[config.mk]
export PLATFORM = sky130hd
export DESIGN_NAME = string_hw_avalon_if
export DESIGN_NICKNAME = d
export VERILOG_FILES = /design/src/rtl/string_hw_avalon_if.sv
export SDC_FILE = /design/constraint.sdc
export NUM_CORES = 1
export LEC_CHECK = 0
export BUFFER_PORTS_ARGS = -buffer_cell sky130_fd_sc_hd__buf_2
export CAP_MARGIN = 5
export CORE_UTILIZATION = 36
export DETAILED_ROUTE_END_ITERATION = 16
export MAX_ROUTING_LAYER = met4
export PLACE_DENSITY = 0.65
export REMOVE_ABC_BUFFERS = 1
export SYNTH_ARGS = -nofsm -noshare
export SYNTH_HDL_FRONTEND = slang
export SYNTH_SLANG_ARGS = --single-unit
[constraint.sdc]
create_clock -name clk -period 2.31 [get_ports clk]
set_clock_uncertainty 0.2 [all_clocks]
set_input_delay 0.462 -clock clk [delete_from_list [all_inputs] [get_ports clk]]
set_output_delay 0.462 -clock clk [all_outputs]
set_load 0.03 [all_outputs]
[src/rtl/string_hw_avalon_if.sv]
// Avalon-MM slave front end for String_HW: packs CPU words into the A/B char
// blocks, runs the go/done handshake and exposes result, status, cycles and irq.
`timescale 1ns/1ps
module string_hw_avalon_if #(
   parameter int MAX_BLOCKS = 2,
   parameter int ADDR_W     = 4
) (
   input  logic                    clk,
   input  logic                    reset,
   input  logic [ADDR_W-1:0]       address,
   input  logic                    chipselect,
   input  logic                    write,
   input  logic [31:0]             writedata,
   input  logic                    read,
   output logic [31:0]             readdata,
   output logic                    irq,
   output logic                    go,
   output logic [3:0]              index,
   output logic [7:0]              length,
   output logic [MAX_BLOCKS*32-1:0] A,
   output logic [MAX_BLOCKS*32-1:0] B,
   input  logic                    done,
   input  logic [MAX_BLOCKS*32-1:0] Result
);
   localparam int NCH    = MAX_BLOCKS * 4;
   localparam int A_BASE = 3;
   localparam int B_BASE = 3 + MAX_BLOCKS;
   localparam int R_BASE = 3 + 2 * MAX_BLOCKS;

   typedef enum logic [1:0] {IDLE, RUN, DRAIN} state_e;

   state_e                       state_q, state_d;
   logic                         go_q, go_d;
   logic [3:0]                   index_q, index_d;
   logic [7:0]                   length_q, length_d;
   logic                         irq_en_q, irq_en_d;
   logic                         done_sticky_q, done_sticky_d;
   logic                         err_q, err_d;
   logic [31:0]                  cycles_q, cycles_d;
   logic [31:0]                  readdata_q, readdata_d;
   logic [MAX_BLOCKS-1:0][31:0]  a_q, a_d, b_q, b_d, res_q, res_d, res_in;
   logic                         busy, wr_en, rd_en;
   logic                         sticky_set, sticky_clr, err_set, err_clr;
   logic [31:0]                  rdata;

   // String_HW sees char 0 in the most significant byte of its flat vector.
   for (genvar c = 0; c < NCH; c++) begin : g_chars
      assign A[(NCH-1-c)*8 +: 8]        = a_q[c/4][(c%4)*8 +: 8];
      assign B[(NCH-1-c)*8 +: 8]        = b_q[c/4][(c%4)*8 +: 8];
      assign res_in[c/4][(c%4)*8 +: 8]  = Result[(NCH-1-c)*8 +: 8];
   end

   assign busy  = (state_q != IDLE);
   assign wr_en = chipselect & write;
   assign rd_en = chipselect & read;

   always_comb begin
      state_d    = state_q;
      go_d       = go_q;
      index_d    = index_q;
      length_d   = length_q;
      irq_en_d   = irq_en_q;
      cycles_d   = cycles_q;
      a_d        = a_q;
      b_d        = b_q;
      res_d      = res_q;
      sticky_set = 1'b0;
      sticky_clr = 1'b0;
      err_set    = 1'b0;
      err_clr    = 1'b0;

      if (wr_en) begin
         if (address == ADDR_W'(0)) begin
            if (writedata[0] && busy) begin
               err_set = 1'b1;
            end else begin
               irq_en_d = writedata[16];
               if (!busy) begin
                  index_d  = writedata[7:4];
                  length_d = writedata[15:8];
                  if (writedata[0]) begin
                     state_d    = RUN;
                     go_d       = 1'b1;
                     cycles_d   = '0;
                     sticky_clr = 1'b1;
                  end
               end
            end
         end else if (address == ADDR_W'(1)) begin
            sticky_clr = writedata[1];
            err_clr    = writedata[2];
         end
         for (int k = 0; k < MAX_BLOCKS; k++) begin
            if (address == ADDR_W'(A_BASE + k)) begin
               if (busy) err_set = 1'b1;
               else      a_d[k]  = writedata;
            end
            if (address == ADDR_W'(B_BASE + k)) begin
               if (busy) err_set = 1'b1;
               else      b_d[k]  = writedata;
            end
         end
      end

      case (state_q)
         RUN: begin
            if (cycles_q != '1) cycles_d = cycles_q + 32'd1;
            if (done) begin
               res_d   = res_in;
               go_d    = 1'b0;
               state_d = DRAIN;
            end
         end
         DRAIN: begin
            go_d = 1'b0;
            if (!done) begin
               sticky_set = 1'b1;
               state_d    = IDLE;
            end
         end
         default: ;
      endcase

      // A completion landing in the same cycle as a W1C must not be lost.
      done_sticky_d = sticky_set | (done_sticky_q & ~sticky_clr);
      err_d         = err_set | (err_q & ~err_clr);

      rdata = '0;
      if (address == ADDR_W'(0))
         rdata = {15'b0, irq_en_q, length_q, index_q, 3'b0, busy};
      else if (address == ADDR_W'(1))
         rdata = {29'b0, err_q, done_sticky_q, busy};
      else if (address == ADDR_W'(2))
         rdata = cycles_q;
      for (int k = 0; k < MAX_BLOCKS; k++) begin
         if (address == ADDR_W'(A_BASE + k)) rdata = a_q[k];
         if (address == ADDR_W'(B_BASE + k)) rdata = b_q[k];
         if (address == ADDR_W'(R_BASE + k)) rdata = res_q[k];
      end
      readdata_d = rd_en ? rdata : readdata_q;
   end

   always_ff @(posedge clk) begin
      if (reset) begin
         state_q       <= IDLE;
         go_q          <= 1'b0;
         index_q       <= '0;
         length_q      <= '0;
         irq_en_q      <= 1'b0;
         done_sticky_q <= 1'b0;
         err_q         <= 1'b0;
         cycles_q      <= '0;
         readdata_q    <= '0;
         a_q           <= '0;
         b_q           <= '0;
         res_q         <= '0;
      end else begin
         state_q       <= state_d;
         go_q          <= go_d;
         index_q       <= index_d;
         length_q      <= length_d;
         irq_en_q      <= irq_en_d;
         done_sticky_q <= done_sticky_d;
         err_q         <= err_d;
         cycles_q      <= cycles_d;
         readdata_q    <= readdata_d;
         a_q           <= a_d;
         b_q           <= b_d;
         res_q         <= res_d;
      end
   end

   assign readdata = readdata_q;
   assign go       = go_q;
   assign index    = index_q;
   assign length   = length_q;
   assign irq      = done_sticky_q & irq_en_q;

endmodule
==> impl_results.md <==
* Crit Path Max Fanout at 7
* Max Freq at 419 MHz
* Bufs on Longest Clock Path at 3
* Number of synthesis warnings at 0
* Pwr dens at 667 nW/um^2
* Reg2reg end: cycles_q[3]
* Top_reg_cell synth: dfxtp_1
* CP max-delay cell: o41ai_4
* Cell Rows at 66
* Worst VDD drop at 0.635 mV
* CP top delay family: compound AO/OA/AOI/OAI gates
* Die Span X at 185 um
* Sequential share of the synthesized area at 45.4%
* HP Class: input port to register
* Vias in the first global route at 12,400
* Hold-critical path depth at 3
* Status: finished with violations
* Post-Syn Area at 12,100 sq um
* Slew headroom at 41.7%
* Ranking of synthesized cells by area: dfxtp_1, nand2_1, a21oi_1
* Worst setup slack after layout at -0.0792 ns
* Final-report setup violation count at 14
* Final Cycle Share at 103%
* Largest area contributor in the netlist: dfxtp_1
* Reg power frac at 42.3%
* Clk_lat worst skew at 0.57 ns
* Hold path start: done
* Largest net degree at the start of global routing at 187
* Failing checks: negative setup slack
* R2R setup slack at -0.08 ns
* Worst-path cell chain: ha_4, and3_4, nand4_1, buf_4, o41ai_4, buf_6, buf_6, nor4_4, a221o_1
* HPWL Detailed at 31,200 um
* Crit Path Class: register to register
* DR DRC count at 0
* Unrepaired setup endpoints after global routing: yes
* Cell mode on critical path: buf_6
* Initial DRC count at 1,062
* CP Data Required Time at 2.56 ns
* Worst Tran Pin Value at 0.874 ns
* CTS tree: built
* First-pass iteration count of the detailed router at 6
* Reg2reg start: cycles_q[1]
* Yosys top cell area share at 45.4%
* Routed Antenna Nets at 0
* First-pass GRT wire length at 69,400 um
* Nets at 2,077
* Drt wl/cell at 19.1 um
* CTS buffer count at 31
* Overall power consumption at 11,400 uW
* Yosys reg bits at 274
* FFs w/ async S/R, synth at 0%
* Slowest stage delay, CP at 0.42 ns
* Final hold vios at 0
* Maxcap violations at 0
* Most frequent cells in the layout: nand2_1, buf_2, dfxtp_1
* Internal Power at 8740 uW
* Worst hold slack at 0.0464 ns
* Initial core utilization at 36.9%
* Share of layout cells above drive strength 1 at 27.0%
* Routed vias/inst at 5.43
* Most common cell after layout, fill and taps aside: nand2_1
* Port Buffer Count at 279
* Gate Count Post-Synth at 1,552
* Minimum clock period at 2.39 ns
* Switching part of the total at 23.3%
* Hold Path Sink: state_q[1]
* Count of cell types in the netlist at 58
* Max Slew Vio Count at 0
* Crit. End Element: register
* Worst reg2reg path depth at 9
* Syn avg cell area at 7.79 sq um
* Vias at 13,200
* Placer Congestion at 0.912
* Sw Pwr at 2660 uW
* Total wire length at 46,400 um
* Logic pwr share at 8.6%
* Initial antenna violation count at 2
* Arr. time, crit path at 2.64 ns
* Die area at 34,300 sq um
* Number of synthesized flops with an enable pin at 0
* Clk pwr share at 49.2%
* Fill count at 3,117
* Clock-pin slew on the worst setup and hold paths at 0.06 ns
* Leakage at 0.00678 uW
* Die height at 185 um
* Top Ports at 280
* Total grt overflow at 0
* Syn-to-layout area delta at 41.5%
* Core Region at 32,800 sq um
* Buffer and inverter count on the worst path at 3
* Gr usage total at 26.6%
* CTS H-tree lvls at 1
* Pre-CTS WS at -0.212 ns
* Startpoint types: register
* Root buf cell: clkbuf_16
* Clock Sinks at 274
==> cells by family (layout without fill, tap and decap cells) <==
family / Yosys count / count (layout) / share of synthesized area [%]
adders and majority gates: 4 / 4 / 0.414
AOI/OAI and AO/OA: 484 / 484 / 24.1
and+or+nand+nor: 615 / 615 / 22.3
muxes: 32 / 32 / 2.95
xor gates and xnor gates: 3 / 3 / 0.217
other: 0 / 2 / 0
buffers and inverters: 140 / 578 / 4.67
DFF: 274 / 274 / 45.4
==> flip-flops by register name, indices dropped and copies added, names as in the netlist, 2 cells and up <==
register and cells:
state_q 2, readdata 32, A 64, length 8
index 4, cycles_q 32, B 64, res_q 64
==> area by class of cell <==
type                            instances  area, sq um  share of cell area (%)
Timing Repair Buffer                  513         3630                    21.2
Tap cell                              442          553                    3.23
Sequential cell                       274         5490                    32.1
Inverter                                9         33.8                   0.197
Antenna cell                            2         5.00                  0.0293
Clock inverter                         18          324                    1.89
Multi-Input combinational cell       1138         6220                    36.4
Clock buffer                           38          842                    4.92
==> cell usage after synthesis (all sizes together), types with 6 or more instances <==
cell type and count:
a2111oi 16, a211o 7, a211oi 24, a21o 6, a21oi 260, a221oi 20
a22oi 7, a31oi 18, and2 27, and3 6, and4 10, buf 24
clkbuf 107, dfxtp 274, inv 8, mux2 29, nand2 439, nand3 31
nand4 9, nor2 36, nor3 14, nor4 10, o21ai 61, o221ai 22
o22ai 15, or3 10, or4 9
==> stage by stage <==
stage,TNS (ns),utilization [%],instances,cell area (sq um)
after detailed placement,-7.71,44.9,2268,14700
after global routing,-2.10,52.2,2434,17100
after CTS,-0.00841,51.5,2424,16900
after global placement,-4.36,44.9,2268,14700
after floorplan,-148.32,-,1421,11600
final,-0.546,52.2,2434,17100
==> worst max path at each step <==
stage | depth (start not counted) | from | endpoint
6_report | 9 | cycles_q[1] | cycles_q[3]
3_3_place_gp | 7 | address[2] | cycles_q[10]
4_1_cts | 6 | cycles_q[15] | cycles_q[21]
5_1_grt | 9 | cycles_q[1] | cycles_q[3]
3_5_place_dp | 7 | address[2] | cycles_q[10]
2_1_floorplan | 3 | address[2] | readdata[14]
==> metal layers <==
layer	track usage [%]	up-vias	part of all wire, %
met4	7.04	0	2.1
met1	35.7	6220	44
met5	-	-	0
li1	-	6322	-
met2	42.1	593	46
met3	3.32	70	7.5
==> power by group through the flow <==
| stage | Combinational (uW) | Sequential [uW] | Clock (uW) |
|---|---|---|---|
| 6_report | 976 | 4820 | 5610 |
| 5_1_grt | 1040 | 4820 | 5880 |
| 4_1_cts | 957 | 4820 | 5680 |
| 3_5_place_dp | 830 | 4920 | 0 |
| 3_3_place_gp | 821 | 4920 | 0 |
| 2_1_floorplan | 231 | 5020 | 0 |
==> worst reg2reg max path, stage by stage (launching register included) <==
cell and delay (ns):
dfxtp_2 0.35, ha_4 0.13, and3_4 0.18, nand4_1 0.14, buf_4 0.19, o41ai_4 0.42
buf_6 0.21, buf_6 0.14, nor4_4 0.04, a221o_1 0.27
==> timing repair <==
item,in CTS,in global routing
hold buffers,95,0
gates cloned,0,1
setup endpoints to repair,16,51
endpoints found under the hold margin,193,0
setup buffers,5,7
gates resized for setup,4,32
pin swaps,3,18
No activity file was read; power rests on OpenSTA's default activity.
